### src/rtl/memwb_writeback_stage_if.sv
// MEM/WB boundary bus: MEM-stage capture inputs, pipeline control and the registered WB-side outputs.
// The master is the upstream MEM-stage side; the slave is the MEM/WB register itself.
interface memwb_writeback_stage_if #(
    parameter int DW  = 32,
    parameter int RW  = 5,
    parameter int OPW = 6,
    parameter int CW  = 5
);
    logic           STALL;
    logic           FLUSH;
    logic [CW-1:0]  WB_MEM;
    logic [OPW-1:0] MEM_Opcode;
    logic [DW-1:0]  MEM_ALU_RESULT;
    logic [DW-1:0]  MEM_RD_DATA;
    logic [RW-1:0]  MEM_RD;
    logic [DW-1:0]  MEM_PC_4;

    logic [2:0]     WB;
    logic [OPW-1:0] WB_Opcode;
    logic [DW-1:0]  WB_ALU_RESULT;
    logic [DW-1:0]  WB_RD_Data;
    logic [RW-1:0]  WB_RD;
    logic [DW-1:0]  WB_PC_4;
    logic [DW-1:0]  WB_RD_DATA;
    logic           WB_RegWrite;

    modport master (
        output STALL, FLUSH, WB_MEM, MEM_Opcode, MEM_ALU_RESULT, MEM_RD_DATA, MEM_RD, MEM_PC_4,
        input  WB, WB_Opcode, WB_ALU_RESULT, WB_RD_Data, WB_RD, WB_PC_4, WB_RD_DATA, WB_RegWrite
    );

    modport slave (
        input  STALL, FLUSH, WB_MEM, MEM_Opcode, MEM_ALU_RESULT, MEM_RD_DATA, MEM_RD, MEM_PC_4,
        output WB, WB_Opcode, WB_ALU_RESULT, WB_RD_Data, WB_RD, WB_PC_4, WB_RD_DATA, WB_RegWrite
    );
endinterface

### src/rtl/memwb_writeback_stage.sv
// MEM/WB pipeline register with the 4:1 write-back source mux for the 5-stage MIPS core.
// Optional macro MEMWB_R0_GUARD_EN suppresses register-file writes aimed at $zero.
module memwb_writeback_stage #(
    parameter int DW  = 32,
    parameter int RW  = 5,
    parameter int OPW = 6,
    parameter int CW  = 5
) (
    input  logic                   CLK,
    input  logic                   RESET,
    memwb_writeback_stage_if.slave bus
);

    localparam logic [1:0] SEL_LOAD = 2'b00;
    localparam logic [1:0] SEL_ALU  = 2'b01;
    localparam logic [1:0] SEL_LINK = 2'b10;

    logic [2:0]     wb_ctl_p1;
    logic [OPW-1:0] opcode_p1;
    logic [DW-1:0]  alu_p1;
    logic [DW-1:0]  rdata_p1;
    logic [RW-1:0]  rd_p1;
    logic [DW-1:0]  pc4_p1;

    function automatic logic [DW-1:0] wb_select(
        input logic [1:0]    sel,
        input logic [DW-1:0] rdata,
        input logic [DW-1:0] alu,
        input logic [DW-1:0] pc4
    );
        logic [DW-1:0] res;
        res = '0;
        case (sel)
            SEL_LOAD: res = rdata;
            SEL_ALU:  res = alu;
            SEL_LINK: res = pc4;
            default:  res = '0;
        endcase
        return res;
    endfunction

    function automatic logic reg_write_en(
        input logic          we,
        input logic [RW-1:0] rd
    );
`ifdef MEMWB_R0_GUARD_EN
        return we && (rd != '0);
`else
        // rd is consulted only by the $zero guard build; the register file protects r0 here.
        return we | (1'b0 & (|rd));
`endif
    endfunction

    // MEM -> WB boundary: flush beats stall, stall beats load
    always_ff @(posedge CLK or posedge RESET) begin
        if (RESET) begin
            wb_ctl_p1 <= '0;
            opcode_p1 <= '0;
            alu_p1    <= '0;
            rdata_p1  <= '0;
            rd_p1     <= '0;
            pc4_p1    <= '0;
        end else if (bus.FLUSH) begin
            wb_ctl_p1 <= '0;
            opcode_p1 <= '0;
            alu_p1    <= '0;
            rdata_p1  <= '0;
            rd_p1     <= '0;
            pc4_p1    <= '0;
        end else if (!bus.STALL) begin
            wb_ctl_p1 <= bus.WB_MEM[2:0];
            opcode_p1 <= bus.MEM_Opcode;
            alu_p1    <= bus.MEM_ALU_RESULT;
            rdata_p1  <= bus.MEM_RD_DATA;
            rd_p1     <= bus.MEM_RD;
            pc4_p1    <= bus.MEM_PC_4;
        end
    end

    // WB stage: combinational source select from the registered values
    assign bus.WB            = wb_ctl_p1;
    assign bus.WB_Opcode     = opcode_p1;
    assign bus.WB_ALU_RESULT = alu_p1;
    assign bus.WB_RD_Data    = rdata_p1;
    assign bus.WB_RD         = rd_p1;
    assign bus.WB_PC_4       = pc4_p1;
    assign bus.WB_RD_DATA    = wb_select(wb_ctl_p1[2:1], rdata_p1, alu_p1, pc4_p1);
    assign bus.WB_RegWrite   = reg_write_en(wb_ctl_p1[0], rd_p1);

endmodule

### src/flat_wrapper.sv
// flat-port wrapper written by rule: the top's interface ports become plain ports
module memwb_writeback_stage_flat 
#(
    parameter int DW  = 32,
    parameter int RW  = 5,
    parameter int OPW = 6,
    parameter int CW  = 5
)
  (CLK, RESET, bus_STALL, bus_FLUSH, bus_WB_MEM, bus_MEM_Opcode, bus_MEM_ALU_RESULT, bus_MEM_RD_DATA, bus_MEM_RD, bus_MEM_PC_4, bus_WB, bus_WB_Opcode, bus_WB_ALU_RESULT, bus_WB_RD_Data, bus_WB_RD, bus_WB_PC_4, bus_WB_RD_DATA, bus_WB_RegWrite);
  memwb_writeback_stage_if #(.DW(DW), .RW(RW), .OPW(OPW), .CW(CW)) bus_i ();
  input  logic CLK;
  input  logic RESET;
  input wire logic [$bits(bus_i.STALL)-1:0] bus_STALL;
  input wire logic [$bits(bus_i.FLUSH)-1:0] bus_FLUSH;
  input wire logic [$bits(bus_i.WB_MEM)-1:0] bus_WB_MEM;
  input wire logic [$bits(bus_i.MEM_Opcode)-1:0] bus_MEM_Opcode;
  input wire logic [$bits(bus_i.MEM_ALU_RESULT)-1:0] bus_MEM_ALU_RESULT;
  input wire logic [$bits(bus_i.MEM_RD_DATA)-1:0] bus_MEM_RD_DATA;
  input wire logic [$bits(bus_i.MEM_RD)-1:0] bus_MEM_RD;
  input wire logic [$bits(bus_i.MEM_PC_4)-1:0] bus_MEM_PC_4;
  output wire logic [$bits(bus_i.WB)-1:0] bus_WB;
  output wire logic [$bits(bus_i.WB_Opcode)-1:0] bus_WB_Opcode;
  output wire logic [$bits(bus_i.WB_ALU_RESULT)-1:0] bus_WB_ALU_RESULT;
  output wire logic [$bits(bus_i.WB_RD_Data)-1:0] bus_WB_RD_Data;
  output wire logic [$bits(bus_i.WB_RD)-1:0] bus_WB_RD;
  output wire logic [$bits(bus_i.WB_PC_4)-1:0] bus_WB_PC_4;
  output wire logic [$bits(bus_i.WB_RD_DATA)-1:0] bus_WB_RD_DATA;
  output wire logic [$bits(bus_i.WB_RegWrite)-1:0] bus_WB_RegWrite;
  assign bus_i.STALL = bus_STALL;
  assign bus_i.FLUSH = bus_FLUSH;
  assign bus_i.WB_MEM = bus_WB_MEM;
  assign bus_i.MEM_Opcode = bus_MEM_Opcode;
  assign bus_i.MEM_ALU_RESULT = bus_MEM_ALU_RESULT;
  assign bus_i.MEM_RD_DATA = bus_MEM_RD_DATA;
  assign bus_i.MEM_RD = bus_MEM_RD;
  assign bus_i.MEM_PC_4 = bus_MEM_PC_4;
  assign bus_WB = bus_i.WB;
  assign bus_WB_Opcode = bus_i.WB_Opcode;
  assign bus_WB_ALU_RESULT = bus_i.WB_ALU_RESULT;
  assign bus_WB_RD_Data = bus_i.WB_RD_Data;
  assign bus_WB_RD = bus_i.WB_RD;
  assign bus_WB_PC_4 = bus_i.WB_PC_4;
  assign bus_WB_RD_DATA = bus_i.WB_RD_DATA;
  assign bus_WB_RegWrite = bus_i.WB_RegWrite;
  memwb_writeback_stage #(.DW(DW), .RW(RW), .OPW(OPW), .CW(CW)) u_core (.CLK(CLK), .RESET(RESET), .bus(bus_i));
endmodule
### config.mk
export PLATFORM = sky130hd
export DESIGN_NAME = memwb_writeback_stage_flat
export DESIGN_NICKNAME = d
export VERILOG_FILES = /design/src/rtl/memwb_writeback_stage_if.sv /design/src/rtl/memwb_writeback_stage.sv /design/src/flat_wrapper.sv
export SDC_FILE = /design/constraint.sdc
export NUM_CORES = 1
export LEC_CHECK = 0
export ABC_AREA = 1
export ABC_CLOCK_PERIOD_IN_PS = 3620
export CAP_MARGIN = 20
export CELL_PAD_IN_SITES_DETAIL_PLACEMENT = 0
export CELL_PAD_IN_SITES_GLOBAL_PLACEMENT = 2
export CORE_MARGIN = 2
export CORE_UTILIZATION = 19
export DETAILED_ROUTE_END_ITERATION = 10
export PLACE_DENSITY_LB_ADDON = 0.1
export REMOVE_ABC_BUFFERS = 1
export SLEW_MARGIN = 40
export SYNTH_ARGS = -nofsm -noshare
export SYNTH_HDL_FRONTEND = slang
export SYNTH_SLANG_ARGS = --single-unit
### constraint.sdc
create_clock -name CLK -period 3.62 [get_ports CLK]
set_clock_uncertainty 0.15 [all_clocks]
set_input_delay 0.724 -clock CLK [delete_from_list [all_inputs] [get_ports CLK]]
set_output_delay 0.724 -clock CLK [all_outputs]
set_load 0.005 [all_outputs]
; ---- Word-level counts from Yosys, hierarchy flattened
; Cells that the tools add are included.
[totals]
ff_bits = 110
input_bits = 116
out_inout_bits = 143
word_cells = 23
[classes]
n_eq_ne = 3
muxes = 13
n_reduce_logical = 1
[ops]
columns = operator, n
row1 = $mux 32, 6
row2 = $pmux 32 s3, 1
row3 = $mux 6, 2
row4 = $mux 5, 2
row5 = $mux 3, 2
row6 = $eq 2x1->1 const B, 1
row7 = $eq 2x2->1 const B, 1
row8 = $logic_not 2->1, 1
row9 = $ne 2x1->1 const B, 1

; ---- Logic depth before layout (Yosys ltp)
[depth]
ltp_word = 2
ltp_mapped = 5
depth_no_buf = 3

; ---- Worst setup path after synthesis
; No wires, ideal clock.
[synth_path]
path_type = flip-flop to output port
from = register u_core.wb_ctl_p1[2], in the netlist u_core.bus.WB[2]
to = output bus_WB_RD_DATA[13]
arrival_ns = 0.962
slack_ns = 1.784
path_stages_with_launch = 6
path_cell_list = dfrtp_1 buf_2 inv_1 buf_4 nand3_1 nand3_1
[synth_between]
elab_chain_len = 2
[synth_lines]
columns = item, line
row1 = start: declaration, memwb_writeback_stage.sv:18  ; logic [2:0] wb_ctl_p1;
row2 = start signal: assignment, memwb_writeback_stage.sv:71  ; wb_ctl_p1 <= bus.WB_MEM[2:0];
row3 = $eq 2x2->1 (tied with other cells), memwb_writeback_stage.sv:33  ; case (sel)
row4 = $pmux 32 s3 (*), memwb_writeback_stage.sv:33
row5 = end: declaration, flat_wrapper.sv:27  ; output wire logic [$bits(bus_i.WB_RD_DATA)-1:0] bus_WB_RD_DATA;
; Every way passes the cells marked *; elsewhere a longest branch is shown, timed or not.

; ---- Worst setup path in the final report
[layout_path]
from = register u_core.wb_ctl_p1[1], in the netlist u_core.bus.WB[1]
to = output bus_WB_RD_DATA[11]
; Same word-level chain as after synthesis.

==> flow_summary.json <==
{
  "routabilityCongestion": 0.740,
  "synth-adder-area-share_pct": 0,
  "nets": 975,
  "hold_viol": 0,
  "syn_inst": 626,
  "synthTopCellsByArea": "dfrtp_1 (55%), nand3_1 (20%), nand2_1 (19%)",
  "stdcell_count": 1200,
  "start_util_pct": 19.3,
  "synth_seq_area_share_pct": 54.6,
  "synth_top_area_share_pct": 54.6,
  "p_total_mw": 2.97,
  "muxShareOfSynthArea_pct": 0,
  "power_density_mw_per_mm2": 360,
  "cts_tree": "built",
  "syn_area_per_cell_um2": 8.05,
  "final_cell_mix": "clkdlybuf4s50_1 (255), nand2_1 (251), nand3_1 (204)",
  "final_area_mm2": 0.00824,
  "end_kind": "output pin",
  "num_rows": 59,
  "drt_iter0_drc": 369,
  "insertion_delay_ns": 0.34,
  "numCtsBuffers": 9,
  "routed_via_density": 4.37,
  "pre_cts_slack_ns": 0.694,
  "synthSimpleGateAreaFrac_pct": 39.3,
  "die_h_um": 167,
  "synth_largest_area_cell": "dfrtp_1",
  "grt_usage_pct": 15.6,
  "syn_to_final_growth_pct": 63.6,
  "drc": 0,
  "whs_ns": 0.371,
  "cap_violations": 0,
  "rsz0062_at_grt": "no",
  "wl_per_cell_um": 18.2,
  "worstHoldPathType": "flip-flop to flip-flop",
  "overflow": 0,
  "grt_max_degree": 77,
  "status": "finished clean",
  "hpwl_mm": 14.3,
  "drtPass1Iterations": 7,
  "synth.cell_area_mm2": 0.00504,
  "die_area_mm2": 0.0278,
  "synth_cell_type_count": 12,
  "ant_nets": 0,
  "cp-start-kind": "flip-flop",
  "postCtsHoldBufs": 0,
  "critPathArrivalTime_ns": 2.41,
  "placed_area_mm2": 0.00795,
  "worstPathRequired_ns": 2.75,
  "wl_mm": 21.9,
  "worstMarginPinSlew_ns": 0.740,
  "die_x_um": 167,
  "cts_resized": 0,
  "finish.utilization_pct": 31.6,
  "clock_path_buffers": 2,
  "final_layout_size_suffix_gt1_share_pct": 4.75,
  "ys_ff_latch": 110,
  "synth-compound-area-share_pct": 0.199,
  "htree_num_levels": 3,
  "synth-xor-area-share_pct": 0,
  "io-pin-count": 259,
  "synth_top_family_by_area": "simple AND/OR/NAND/NOR gates",
  "cts-root-buf": "clkbuf_16",
  "grt_first_pass_wirelength_mm": 33.2,
  "vdd_drop_max_v": 0.000176,
  "fin_ws_ns": 0.334,
  "fill_cells": 2744,
  "synth_warnings": 0,
  "min_period_ns": 3.29,
  "worstPathMaxFanout": 15,
  "grt_pass1_vias": 5373,
  "relSlewSlack_pct": 50.7,
  "path_class": "flip-flop to output pin",
  "finalCritPeriodShare_pct": 90.8,
  "post_cts_buffers": 0,
  "core_area_mm2": 0.0261,
  "layout_commonest_cell": "clkdlybuf4s50_1",
  "route.vias.total": 5246,
  "setup_viol": 0,
  "tns_ns": 0,
  "max_freq_mhz": 304,
  "dp_cells": 1183,
  "cts.sinks": 110,
  "portBuffers": 256,
  "maxSlewViolCount": 0,
  "clk_pin_slew_ns": 0.08,
  "p_leak_nw": 3.82,
  "antenna_found_initial": 3
}
## worst max-delay path, cell delays in order (launching register included)
cell and delay, ns:
dfrtp_2 0.56, clkinv_1 0.42, buf_4 0.36, nand3_1 0.10, nand3_1 0.09, clkdlybuf4s50_1 0.52
## layout make-up
type                    count  area, um^2  share of cell area [%]
repair buffers            275        2770                    33.5
flip-flops and latches    110        2760                    33.4
multi-input cells         459        2000                    24.2
well taps                 335         419                    5.09
clock buffers              10         239                    2.90
clock inverters             5        45.0                   0.546
inverters                   4        18.8                   0.228
diodes                      2        5.00                  0.0607
## cells in the mapped netlist
library cell	n
o21ai_0	2
clkbuf_1	8
inv_1	3
nor2_1	1
buf_1	1
buf_2	32
buf_4	12
inv_2	1
nor2_4	1
dfrtp_1	110
nand3_1	204
nand2_1	251
## flip-flops by register name, indices dropped and copies added (netlist names)
name / count
u_core.bus.WB: 3
u_core.bus.WB_ALU_RESULT: 32
u_core.bus.WB_Opcode: 6
u_core.bus.WB_PC_4: 32
u_core.bus.WB_RD: 5
u_core.bus.WB_RD_Data: 32
## metal layers
layer / up-vias / routed length [um] / global-route usage [%]
met2: 202 / 10300 / 24.9
met5: - / 13 / 0
met4: 2 / 399 / 5.32
met1: 2500 / 9340 / 19.9
met3: 25 / 1800 / 4.85
li1: 2517 / - / -
## power by group
group | internal, mW | total (mW) | switching, mW
clock network | 0.493 | 0.992 | 0.499
registers | 1.30 | 1.36 | 0.0609
logic | 0.338 | 0.616 | 0.277
total | 2.13 | 2.97 | 0.838
## logic make-up (layout without fill, tap and decap cells)
family,Yosys count,after routing
simple gates,457,457
other cells,0,2
buf+inv,57,294
flops,110,110
compound gates,2,2
## path summary, 6_finish.rpt
kind / end / startpoint / cells past startpoint / slack, ns
worst max-delay path: bus_WB_RD_DATA[11] / u_core.bus.WB[1] / 5 / 0.33
worst min-delay path: u_core.bus.WB_Opcode[0] / u_core.bus.WB_Opcode[0] / 2 / 0.37
worst max register to register: u_core.bus.WB[1] / u_core.bus.WB[1] / 3 / 1.86
worst min register to register: u_core.bus.WB_Opcode[0] / u_core.bus.WB_Opcode[0] / 2 / 0.37
max in group asynchronous: u_core.bus.WB_ALU_RESULT[6] / RESET / 3 / 1.99
min in group asynchronous: u_core.bus.WB_Opcode[3] / RESET / 2 / 0.60
Note: power is estimated with default switching activity, not from simulation.
